## src/rtl/mspu_dump_pkg.sv

```systemverilog
// Shared types and constants for the memory-dump-to-UART path.
package mspu_dump_pkg;

    typedef enum logic [2:0] {
        IDLE,
        READ,
        LATCH,
        SEND,
        GAP,
        FIN
    } dump_state_t;

    localparam int unsigned BYTES_PER_WORD = 4;
    localparam int unsigned BYTE_IDX_W     = $clog2(BYTES_PER_WORD);

endpackage

```

## src/rtl/mem_dump_tx.sv

```systemverilog
// Streams a block of 32-bit memory words out to a UART byte transmitter, MSB first.
// Every output is a register loaded from the next-state decode, so the strobes line up with the state.
module mem_dump_tx
    import mspu_dump_pkg::*;
#(
    parameter int ADDR_W = 32,
    parameter int CNT_W  = 16
) (
    input  logic              clk,
    input  logic              reset_n,
    input  logic              start,
    input  logic              abort,
    input  logic [ADDR_W-1:0] base_addr,
    input  logic [CNT_W-1:0]  word_count,
    output logic              busy,
    output logic              done,
    output logic [ADDR_W-1:0] mem_addr,
    output logic              mem_re,
    input  logic [31:0]       mem_rdata,
    output logic              tx_wr,
    output logic [7:0]        tx_din,
    input  logic              tx_ready
);

    localparam logic [BYTE_IDX_W-1:0] LAST_BYTE = BYTE_IDX_W'(BYTES_PER_WORD - 1);

    dump_state_t             state, state_nxt;
    logic [31:0]             shift, shift_nxt;
    logic [BYTE_IDX_W-1:0]   byte_idx, byte_idx_nxt;
    logic [CNT_W-1:0]        remaining, remaining_nxt;
    logic [ADDR_W-1:0]       addr_nxt;
    logic [7:0]              din_nxt;
    logic                    wr_nxt;

    always_comb begin
        state_nxt     = state;
        shift_nxt     = shift;
        byte_idx_nxt  = byte_idx;
        remaining_nxt = remaining;
        addr_nxt      = mem_addr;
        din_nxt       = tx_din;
        wr_nxt        = 1'b0;

        if (abort) begin
            state_nxt = IDLE;
        end else begin
            unique case (state)
                IDLE: begin
                    if (start) begin
                        if (word_count != '0) begin
                            addr_nxt      = base_addr;
                            remaining_nxt = word_count;
                            state_nxt     = READ;
                        end else begin
                            state_nxt = FIN;
                        end
                    end
                end
                READ: state_nxt = LATCH;
                LATCH: begin
                    // Read data lands this cycle; the first byte is staged so it can go out next cycle.
                    shift_nxt    = mem_rdata;
                    byte_idx_nxt = '0;
                    din_nxt      = mem_rdata[31:24];
                    wr_nxt       = tx_ready;
                    state_nxt    = SEND;
                end
                SEND: begin
                    // tx_wr high means the byte is being strobed right now.
                    if (tx_wr) begin
                        state_nxt = GAP;
                    end else if (tx_ready) begin
                        wr_nxt = 1'b1;
                    end
                end
                GAP: begin
                    if (byte_idx != LAST_BYTE) begin
                        shift_nxt    = shift << 8;
                        byte_idx_nxt = byte_idx + BYTE_IDX_W'(1);
                        din_nxt      = shift[23:16];
                        wr_nxt       = tx_ready;
                        state_nxt    = SEND;
                    end else if (remaining > CNT_W'(1)) begin
                        remaining_nxt = remaining - CNT_W'(1);
                        addr_nxt      = mem_addr + ADDR_W'(1);
                        state_nxt     = READ;
                    end else begin
                        state_nxt = FIN;
                    end
                end
                FIN:     state_nxt = IDLE;
                default: state_nxt = IDLE;
            endcase
        end
    end

    always_ff @(posedge clk or negedge reset_n) begin
        if (!reset_n) begin
            state     <= IDLE;
            busy      <= 1'b0;
            done      <= 1'b0;
            mem_re    <= 1'b0;
            tx_wr     <= 1'b0;
            mem_addr  <= '0;
            tx_din    <= '0;
            shift     <= '0;
            byte_idx  <= '0;
            remaining <= '0;
        end else begin
            state     <= state_nxt;
            busy      <= (state_nxt != IDLE);
            done      <= (state_nxt == FIN);
            mem_re    <= (state_nxt == READ);
            tx_wr     <= wr_nxt;
            mem_addr  <= addr_nxt;
            tx_din    <= din_nxt;
            shift     <= shift_nxt;
            byte_idx  <= byte_idx_nxt;
            remaining <= remaining_nxt;
        end
    end

endmodule
```

## config.mk

```make
export PLATFORM = sky130hd
export DESIGN_NAME = mem_dump_tx
export DESIGN_NICKNAME = d
export VERILOG_FILES = /design/src/rtl/mspu_dump_pkg.sv /design/src/rtl/mem_dump_tx.sv
export SDC_FILE = /design/constraint.sdc
export NUM_CORES = 1
export LEC_CHECK = 0
export ABC_CLOCK_PERIOD_IN_PS = 2300
export BUFFER_PORTS_ARGS = -buffer_cell sky130_fd_sc_hd__buf_2
export CORE_MARGIN = 2
export CORE_UTILIZATION = 30
export DETAILED_ROUTE_END_ITERATION = 6
export SETUP_SLACK_MARGIN = 0.4
export SLEW_MARGIN = 10
export SYNTH_ARGS = -nofsm -noshare
export SYNTH_HDL_FRONTEND = slang
export SYNTH_SLANG_ARGS = --single-unit
```

## constraint.sdc

```tcl
create_clock -name clk -period 2.3 [get_ports clk]
set_input_delay 0.345 -clock clk [delete_from_list [all_inputs] [get_ports clk]]
set_output_delay 0.345 -clock clk [all_outputs]
set_load 0.02 [all_outputs]
```

==> results of run 1 <==
==> registers in the layout (all words and copies together), names as in the netlist <==
register,count
done,1
tx_din,8
mem_re,1
remaining,16
mem_addr,32
shift,24
tx_wr,1
state,3
byte_idx,2
busy,1
==> kinds of logic after synthesis <==
group / share of synthesized area
AND/OR/NAND/NOR: 0.210
AO/OA/AOI/OAI: 0.233
flip-flops: 0.451
buffers and inverters: 0.0415
multiplexers: 0.0549
adder cells (fa/ha/maj): 0.0101
==> path summary, 6_finish.rpt <==
path                                            to  slack [ns]  cells after the start
max                        mem_addr[2]$_DFFE_PN0P_        0.21                      9
min                        mem_addr[0]$_DFFE_PN0P_        0.23                      3
max reg2reg                mem_addr[2]$_DFFE_PN0P_        0.21                      9
min reg2reg                  tx_din[6]$_DFFE_PN0P_        0.47                      2
max in group asynchronous  mem_addr[2]$_DFFE_PN0P_        1.15                      3
min in group asynchronous     shift[3]$_DFFE_PN0P_        0.52                      2
==> layout make-up <==
cell class / instances / area, µm² / area share
multi-input combinational: 432 / 2820 / 0.407
sequential: 89 / 2240 / 0.325
timing repair buffer: 185 / 1280 / 0.185
tap: 216 / 270 / 0.0391
clock buffer: 11 / 243 / 0.0351
inverter: 8 / 37.5 / 0.00543
clock inverter: 3 / 18.8 / 0.00272
==> critical path: stages, from the launching register on <==
cell	delay, ns
dfrtp_1	0.40
ha_4	0.16
nor4b_4	0.17
o211ai_1	0.14
o41a_1	0.48
nand2_4	0.15
buf_4	0.16
clkbuf_16	0.16
nor2_1	0.05
a2bb2oi_1	0.12
==> placed cells by master (no fill, tap or decap), drive strengths merged, types with 2 or more instances in the layout <==
| master | synthesis | final |
|---|---|---|
| buf | 20 | 183 |
| nand2 | 89 | 89 |
| dfrtp | 89 | 89 |
| o21ai | 71 | 71 |
| a21oi | 62 | 62 |
| nor2 | 41 | 41 |
| mux2i | 26 | 26 |
| nand3 | 18 | 18 |
| nor3 | 15 | 15 |
| clkbuf | 16 | 12 |
| a2bb2oi | 12 | 12 |
| o22ai | 10 | 10 |
| nand4 | 10 | 10 |
| inv | 8 | 8 |
| nor4 | 7 | 7 |
| o22a | 6 | 6 |
| or3 | 6 | 6 |
| and3 | 6 | 6 |
| a22oi | 5 | 5 |
| o2bb2ai | 5 | 5 |
| ha | 4 | 4 |
| o211ai | 3 | 3 |
| nor2b | 3 | 3 |
| a31oi | 3 | 3 |
| clkinv | 0 | 3 |
| nand2b | 2 | 2 |
| o211a | 2 | 2 |
| o21a | 2 | 2 |
| o31ai | 2 | 2 |
| or2 | 2 | 2 |
| nor3b | 2 | 2 |
| and2 | 1 | 2 |
==> layer usage <==
metal	share of wire	GRT usage	wire, µm	vias up
li1	-	-	-	2376
met1	0.47	0.241	7390	2330
met2	0.46	0.275	7310	154
met3	0.048	0.0285	754	22
met4	0.022	0.0675	348	0
met5	0	0	0	-
==> power groups by stage <==
| stage | clock, mW | sequential (mW) | combinational (mW) |
|---|---|---|---|
| after floorplan | 0 | 2.68 | 0.721 |
| after global placement | 0 | 2.51 | 1.55 |
| after detailed placement | 0 | 2.52 | 1.57 |
| after CTS | 1.40 | 2.50 | 1.75 |
| after global routing | 1.48 | 2.61 | 2.04 |
| final | 1.36 | 2.53 | 1.86 |
==> what timing repair did <==
item,CTS,global route
endpoints found under the setup margin,50,52
endpoints found under the hold margin,32,0
cloned,4,3
setup buffers,13,7
hold buffers,1,0
pin swaps,5,7
resized for setup,38,40
==> flow_metrics.env, run 1 <==
export IMPL_nNetsFinal=814
export IMPL_skew_ns=0.00701
export IMPL_clock_sinks=89
export IMPL_core_area_um2=16000
export IMPL_fin_setup_tns_ns=0
export IMPL_die_w_um=132
export IMPL_setup_ws_ns=0.207
export IMPL_clk_pin_slew_ns=0.06
export IMPL_nFillCells=1650
export IMPL_grt_max_degree=67
export IMPL_drv_cap=0
export IMPL_drt_iter0_markers=356
export IMPL_rsz0062_at_grt="true"
export IMPL_synth_area_top_cells="dfrtp_1 (45%), nand2_1 (6.7%), o21ai_0 (6.7%), a21oi_1 (6.2%), mux2i_1 (5.3%)"
export IMPL_ant_nets=0
export IMPL_tightestPinTransition_ns=0.519
export IMPL_num_vias=4882
export IMPL_hold_ws_ns=0.229
export IMPL_port_buffer_count=128
export IMPL_tritoncts="built"
export IMPL_finalInstanceArea_um2=6910
export IMPL_rr_startpoint="byte_idx[0]$_DFFE_PN0P_"
export IMPL_cp_max_fo=6
export IMPL_totalWireLength_mm=15.8
export IMPL_slew_headroom=0.654
export IMPL_pre_cts_ws_ns=0.187
export IMPL_clkPwrFrac=0.236
export IMPL_syn_nets=653
export IMPL_io_pins=129
export IMPL_first_pass_iters=5
export IMPL_avgViaCountPerCell=5.17
export IMPL_fin_crit_sh=0.910
export IMPL_power_total_mw=5.74
export IMPL_wl_per_cell_um=16.7
export IMPL_fmax_mhz=478
export IMPL_clk_latency_ns=0.34
export IMPL_antenna_found_initial=0
export IMPL_synth_area_per_cell_um2=8.77
export IMPL_hpwl_mm=9.95
export IMPL_grt_pass1_vias=4618
export IMPL_netlist_top_cells_count="dfrtp_1 (89), nand2_1 (88), o21ai_0 (66)"
export IMPL_area_delta_synth_final_pct=39.8
export IMPL_ys_dominant_reg_cell="dfrtp_1"
export IMPL_drc=0
export IMPL_yosysTopAreaCellShare=0.451
export IMPL_hp_start="base_addr[0]"
export IMPL_rows=46
export IMPL_synth_area_um2=4940
export IMPL_cts_buffers=9
export IMPL_track_usage=0.174
export IMPL_cts_root_buf="clkbuf_16"
export IMPL_fin_util=0.432
export IMPL_globalplace_congestion=0.820
export IMPL_yosys_warnings=0
export IMPL_dp_cells=902
export IMPL_combPwrFrac=0.324
export IMPL_dieArea_um2=17500
export IMPL_hold_viol_final=0
export IMPL_clockBufferDepth=2
export IMPL_finalSetupViolations=0
export IMPL_synthCells=564
export IMPL_synth_edf_count=0
export IMPL_p_int_mw=3.60
export IMPL_yosysSeqAreaShare=0.451
export IMPL_synth_seq_cells=89
export IMPL_grt_pass1_wl_mm=24.4
export IMPL_drive_gt1_frac=0.390
export IMPL_drv_slew=0
export IMPL_placed_area_um2=6020
export IMPL_grt_ovfl_total=0
export IMPL_p_per_area_nw_per_um2=831
export IMPL_synth_most_common_cell="dfrtp_1"
export IMPL_irDropWorstVdd_uv=391
export IMPL_crit_start="byte_idx[0]$_DFFE_PN0P_"
export IMPL_async_flop_share=1.00
export IMPL_start_util=0.309
export IMPL_status="finished, final reports clean"
export IMPL_synth_largest_area_cell="dfrtp_1"
export IMPL_p_switching_mw=2.14
export IMPL_crit_arrival_ns=2.31
export IMPL_cts_htree_levels=3
export IMPL_diodes=0
export IMPL_min_path_type="input pin to flip-flop"
export IMPL_die_y_um=132
export IMPL_p_sw_frac=0.373
export IMPL_p_leak_nw=2.98
export IMPL_worstSetupPathType="flip-flop to flip-flop"
export IMPL_final_cells=944
export IMPL_power_frac_seq=0.440
export IMPL_fin_crit_ns=2.09
export IMPL_startpoint_type="flip-flop"
export IMPL_synth_distinct_cells=64
export IMPL_critPathCaptureType="flip-flop"
export IMPL_crit_required_ns=2.52
Power figures use the tool's default switching activity.
==> run 2: changes to the inputs <==
- CELL_PAD_IN_SITES_DETAIL_PLACEMENT: not set -> 0
- CELL_PAD_IN_SITES_GLOBAL_PLACEMENT: not set -> 1
- PLACE_DENSITY_LB_ADDON: not set -> 0.1
- RECOVER_POWER: not set -> 25
==> run 2 against run 1 <==
Sequential share of layout area rose by 0.85 points. Largest power group unchanged. Final cell count fell by 0.74%. First-iteration DRC count fell by 36%. Die area did not move. Utilization fell by 1.0 points. Clock-buffer cell count fell by 1. Highest routed layer unchanged. Routed wire length fell by 1.9%. Worst setup slack improved by 0.076 ns. Global-route usage rose by 0.086 points. Fmax rose by 3.8%. Critical path depth fell by 2.
==> flow_metrics.env, run 2 (synthesized netlist as in run 1, its figures left out) <==
export IMPL_track_usage=0.175
export IMPL_cp_max_fo=12
export IMPL_clk_pin_slew_ns=0.07
export IMPL_num_vias=4713
export IMPL_met3_usage=0.0273
export IMPL_port_buffer_count=128
export IMPL_die_y_um=132
export IMPL_largest_register_ffs=32
export IMPL_drt_iter0_markers=227
export IMPL_rsz0062_at_grt="true"
export IMPL_startpoint_type="flip-flop"
export IMPL_first_pass_iters=5
export IMPL_use_met2=0.284
export IMPL_cts_root_buf="clkbuf_16"
export IMPL_drive_gt1_frac=0.381
export IMPL_irDropWorstVdd_uv=341
export IMPL_io_pins=129
export IMPL_power_total_mw=5.73
export IMPL_setup_ws_ns=0.284
export IMPL_regMostFlops="mem_addr"
export IMPL_hp_start="mem_rdata[4]"
export IMPL_fin_crit_ns=2.02
export IMPL_p_leak_nw=2.88
export IMPL_critPathCaptureType="flip-flop"
export IMPL_fin_util=0.421
export IMPL_clock_sinks=89
export IMPL_fmax_mhz=496
export IMPL_hpwl_mm=10.7
export IMPL_top_regs="mem_addr x32, shift x24, remaining x16"
export IMPL_p_per_area_nw_per_um2=850
export IMPL_finalSetupViolations=0
export IMPL_grt_max_degree=65
export IMPL_final_cells=937
export IMPL_grt_busiest_layer="met2"
export IMPL_area_delta_synth_final_pct=36.4
export IMPL_crit_start="remaining[8]$_DFFE_PN0P_"
export IMPL_dieArea_um2=17500
export IMPL_slew_headroom=0.387
export IMPL_crit_path_cell_trace="or3_4 > o41a_1 > nand2_4 > inv_8 > buf_8 > mux2i_1 > o21ai_0"
export IMPL_crit_arrival_ns=2.24
export IMPL_cts_buffers=9
export IMPL_drv_slew=0
export IMPL_globalplace_congestion=0.802
export IMPL_fin_crit_sh=0.877
export IMPL_start_util=0.309
export IMPL_crit_slowest_cell="o41a_1"
export IMPL_layout_common_cells="buf_2 (127), nand2_1 (86), dfrtp_1 (72)"
export IMPL_drc=0
export IMPL_skew_ns=0.00586
export IMPL_rr_startpoint="remaining[8]$_DFFE_PN0P_"
export IMPL_dp_cells=897
export IMPL_drv_cap=0
export IMPL_die_w_um=132
export IMPL_grt_pass1_wl_mm=24.8
export IMPL_nNetsFinal=805
export IMPL_hold_ws_ns=0.231
export IMPL_placed_area_um2=5940
export IMPL_min_path_type="input pin to flip-flop"
export IMPL_fin_setup_tns_ns=0
export IMPL_antenna_found_initial=0
export IMPL_rows=46
export IMPL_tightestPinTransition_ns=0.920
export IMPL_nFillCells=1703
export IMPL_ant_nets=0
export IMPL_path_buf_inv=2
export IMPL_use_met1=0.239
export IMPL_grt_pass1_vias=4781
export IMPL_hold_viol_final=0
export IMPL_grt_ovfl_total=0
export IMPL_crit_required_ns=2.53
export IMPL_status="finished, final reports clean"
export IMPL_layout_commonest_cell="buf_2"
export IMPL_clk_latency_ns=0.35
export IMPL_wl_per_cell_um=16.5
export IMPL_tritoncts="built"
export IMPL_core_area_um2=16000
export IMPL_avgViaCountPerCell=5.03
export IMPL_totalWireLength_mm=15.5
export IMPL_finalInstanceArea_um2=6740
export IMPL_crit_family="simple AND/OR/NAND/NOR gates"
export IMPL_clockBufferDepth=2
export IMPL_pre_cts_ws_ns=0.215
export IMPL_slowest_delay_ns=0.46
export IMPL_worstSetupPathType="flip-flop to flip-flop"
export IMPL_diodes=0
export IMPL_cts_htree_levels=3
## run 2: path summary, 6_finish.rpt
| kind | to | slack [ns] | depth (start not counted) |
|---|---|---|---|
| setup / recovery | mem_addr[0]$_DFFE_PN0P_ | 0.28 | 7 |
| hold / removal | shift[4]$_DFFE_PN0P_ | 0.23 | 3 |
| setup reg to reg | mem_addr[0]$_DFFE_PN0P_ | 0.28 | 7 |
| hold reg to reg | tx_din[2]$_DFFE_PN0P_ | 0.48 | 2 |
| max in group asynchronous | mem_addr[4]$_DFFE_PN0P_ | 0.47 | 3 |
| min in group asynchronous | tx_din[4]$_DFFE_PN0P_ | 0.66 | 2 |
## run 2: what timing repair did
item                                   in CTS  in global routing
pin swaps                                   8                 13
resized for setup                          40                 40
endpoints found under the hold margin      29                  0
hold buffers                                1                  0
gates cloned                                0                  2
setup buffers                              16                  5
setup endpoints to repair                  48                 53
## run 2: final cells by class
type	count	area, µm²	area share
multi-input combinational	431	2770	0.410
sequential	89	2250	0.333
clock buffer	10	229	0.0340
tap	216	270	0.0401
clock inverter	6	53.8	0.00798
inverter	8	37.5	0.00557
timing repair buffer	177	1140	0.169
## run 2: power by group
part / internal, mW / switching (mW) / leakage [nW] / total [mW]
sequential: 2.02 / 0.517 / 1.05 / 2.54
combinational: 0.785 / 0.982 / 1.70 / 1.77
clock: 0.749 / 0.677 / 0.135 / 1.43
total: 3.56 / 2.18 / 2.88 / 5.73
## run 2: tightest hold or removal path: stages
cell and delay (ns):
buf_2 0.10, nand2_1 0.04, o21ai_0 0.06
## run 2: layer usage
| metal | part of all wire | vias to the layer above |
|---|---|---|
| met5 | 0 | - |
| met4 | 0.015 | 0 |
| met3 | 0.037 | 15 |
| met2 | 0.47 | 94 |
| met1 | 0.48 | 2248 |
| li1 | - | 2356 |
==> run 3: changes to the inputs <==
--- a/config.mk
+++ b/config.mk
@@ -13,4 +13,5 @@
 export CORE_UTILIZATION = 30
 export DETAILED_ROUTE_END_ITERATION = 6
+export GPL_ROUTABILITY_DRIVEN = 0
 export PLACE_DENSITY_LB_ADDON = 0.1
 export RECOVER_POWER = 25
==> constraint.sdc (replaced) <==
create_clock -name clk -period 2.3 [get_ports clk]
set_input_delay 0.23 -clock clk [delete_from_list [all_inputs] [get_ports clk]]
set_output_delay 0.23 -clock clk [all_outputs]
set_load 0.02 [all_outputs]
==> run 3 against run 2 <==
The run now ends with max-capacitance violations, max-slew violations left. Routed wire length rose by 1.1%. Combinational power increased by 3%. Critical path depth increased by 2. First-iteration DRC count up 6.2%. Worst setup slack got worse by 0.013 ns. Sequential power about the same. Hold slack lost 0.14 ns.
==> flow_metrics.env, run 3 (synthesized netlist as in run 1, its figures left out) <==
export IMPL_fin_crit_sh=0.883
export IMPL_irDropWorstVdd_uv=386
export IMPL_drv_cap=1
export IMPL_hold_viol_final=0
export IMPL_layout_common_cells="buf_2 (124), nand2_1 (86), dfrtp_1 (73)"
export IMPL_tightestPinTransition_ns=1.59
export IMPL_top_regs="mem_addr x32, shift x24, remaining x16"
export IMPL_wl_met1_mm=7.36
export IMPL_cts_buffers=9
export IMPL_die_y_um=132
export IMPL_startpoint_type="flip-flop"
export IMPL_area_delta_synth_final_pct=38.0
export IMPL_cts_root_buf="clkbuf_16"
export IMPL_cts_htree_levels=3
export IMPL_crit_path_cell_trace="nor4b_4 > o211ai_1 > buf_4 > buf_4 > buf_4 > o41ai_1 > nor2_1 > a21oi_1 > or2_2"
export IMPL_rows=46
export IMPL_worstSetupPathType="flip-flop to flip-flop"
export IMPL_largest_register_ffs=32
export IMPL_fin_setup_tns_ns=0
export IMPL_path_buf_inv=3
export IMPL_track_usage=0.178
export IMPL_nNetsFinal=815
export IMPL_clock_sinks=89
export IMPL_path_common_cell="buf_4"
export IMPL_port_buffer_count=128
export IMPL_p_leak_nw=2.91
export IMPL_crit_slowest_cell="dfrtp_1"
export IMPL_hpwl_mm=10.5
export IMPL_core_area_um2=16000
export IMPL_top_layer="met4"
export IMPL_status="finished, violations left"
export IMPL_clk_latency_ns=0.35
export IMPL_slowest_delay_ns=0.45
export IMPL_antenna_found_initial=0
export IMPL_start_util=0.309
export IMPL_wl_per_cell_um=16.6
export IMPL_crit_required_ns=2.60
export IMPL_slew_headroom=-0.0587
export IMPL_tritoncts="built"
export IMPL_io_pins=129
export IMPL_crit_arrival_ns=2.33
export IMPL_ant_nets=0
export IMPL_dieArea_um2=17500
export IMPL_rsz0062_at_grt="true"
export IMPL_drv_slew=26
export IMPL_totalWireLength_mm=15.7
export IMPL_grt_pass1_wl_mm=25.4
export IMPL_layout_commonest_cell="buf_2"
export IMPL_regMostFlops="mem_addr"
export IMPL_cp_max_fo=4
export IMPL_critPathCaptureType="flip-flop"
export IMPL_violations="max-capacitance violations, max-slew violations"
export IMPL_die_w_um=132
export IMPL_fin_crit_ns=2.03
export IMPL_clockBufferDepth=2
export IMPL_nFillCells=1676
export IMPL_skew_ns=0.00927
export IMPL_num_vias=4869
export IMPL_drc=0
export IMPL_grt_ovfl_total=0
export IMPL_crit_family="compound AO/OA/AOI/OAI gates"
export IMPL_fmax_mhz=493
export IMPL_grt_max_degree=65
export IMPL_dp_cells=896
export IMPL_final_cells=947
export IMPL_dr_wl_met3_um=640
export IMPL_clk_pin_slew_ns=0.07
export IMPL_p_per_area_nw_per_um2=862
export IMPL_first_pass_iters=4
export IMPL_drive_gt1_frac=0.371
export IMPL_diodes=0
export IMPL_grt_pass1_vias=4909
export IMPL_avgViaCountPerCell=5.14
export IMPL_drt_iter0_markers=241
export IMPL_min_path_type="input pin to flip-flop"
export IMPL_finalSetupViolations=0
export IMPL_dr_wl_met2_mm=7.34
==> run 3: final timing paths <==
check	from	endpoint	slack, ns	cells after the start
worst max-delay path	remaining[3]$_DFFE_PN0P_	busy$_DFF_PN0_	0.27	9
worst min register to register	tx_din[7]$_DFFE_PN0P_	tx_din[7]$_DFFE_PN0P_	0.48	2
max in group asynchronous	reset_n	mem_addr[12]$_DFFE_PN0P_	0.37	3
min in group asynchronous	reset_n	shift[20]$_DFFE_PN0P_	0.81	2
worst max register to register	remaining[3]$_DFFE_PN0P_	busy$_DFF_PN0_	0.27	9
worst min-delay path	abort	tx_wr$_DFF_PN0_	0.1	2
==> run 3: what timing repair did <==
item	CTS	global route
endpoints found under the setup margin	48	76
pin swaps	10	11
endpoints found under the hold margin	25	0
hold buffers	1	0
resized for setup	45	26
cloned	0	2
setup buffers	26	6
==> run 3: cell type report <==
class / count / area, µm² / area share
clock buffers: 10 / 229 / 0.0336
clock inverters: 6 / 73.8 / 0.0108
inverters: 8 / 40.0 / 0.00587
multi-input cells: 431 / 2730 / 0.401
flip-flops and latches: 89 / 2250 / 0.329
well taps: 216 / 270 / 0.0396
repair buffers: 187 / 1230 / 0.180
==> run 3: report_power, final <==
group	leakage, nW	switching [mW]	total (mW)	internal, mW
clock	0.148	0.677	1.54	0.859
combinational	1.71	1.01	1.82	0.814
sequential	1.05	0.505	2.52	2.02
total	2.91	2.19	5.88	3.69
==> run 3: metal layers <==
layer  vias to the layer above  track usage
met5                         -            0
met1                      2365        0.237
li1                       2374            -
met4                         0       0.0699
met3                        24       0.0323
met2                       106        0.289
==> run 3: metrics by stage <==
stage	power [mW]	utilization	setup WS [ns]	cell area, µm²	hold slack [ns]
2_1_floorplan	3.40	-	0.392	4960	-0.0656
3_3_place_gp	4.04	0.371	0.276	5930	0.172
3_5_place_dp	4.08	0.371	0.215	5930	0.176
4_1_cts	5.86	0.415	0.333	6630	0.0895
5_1_grt	6.25	0.426	0.107	6820	0.0917
6_report	5.88	0.426	0.270	6820	0.0952
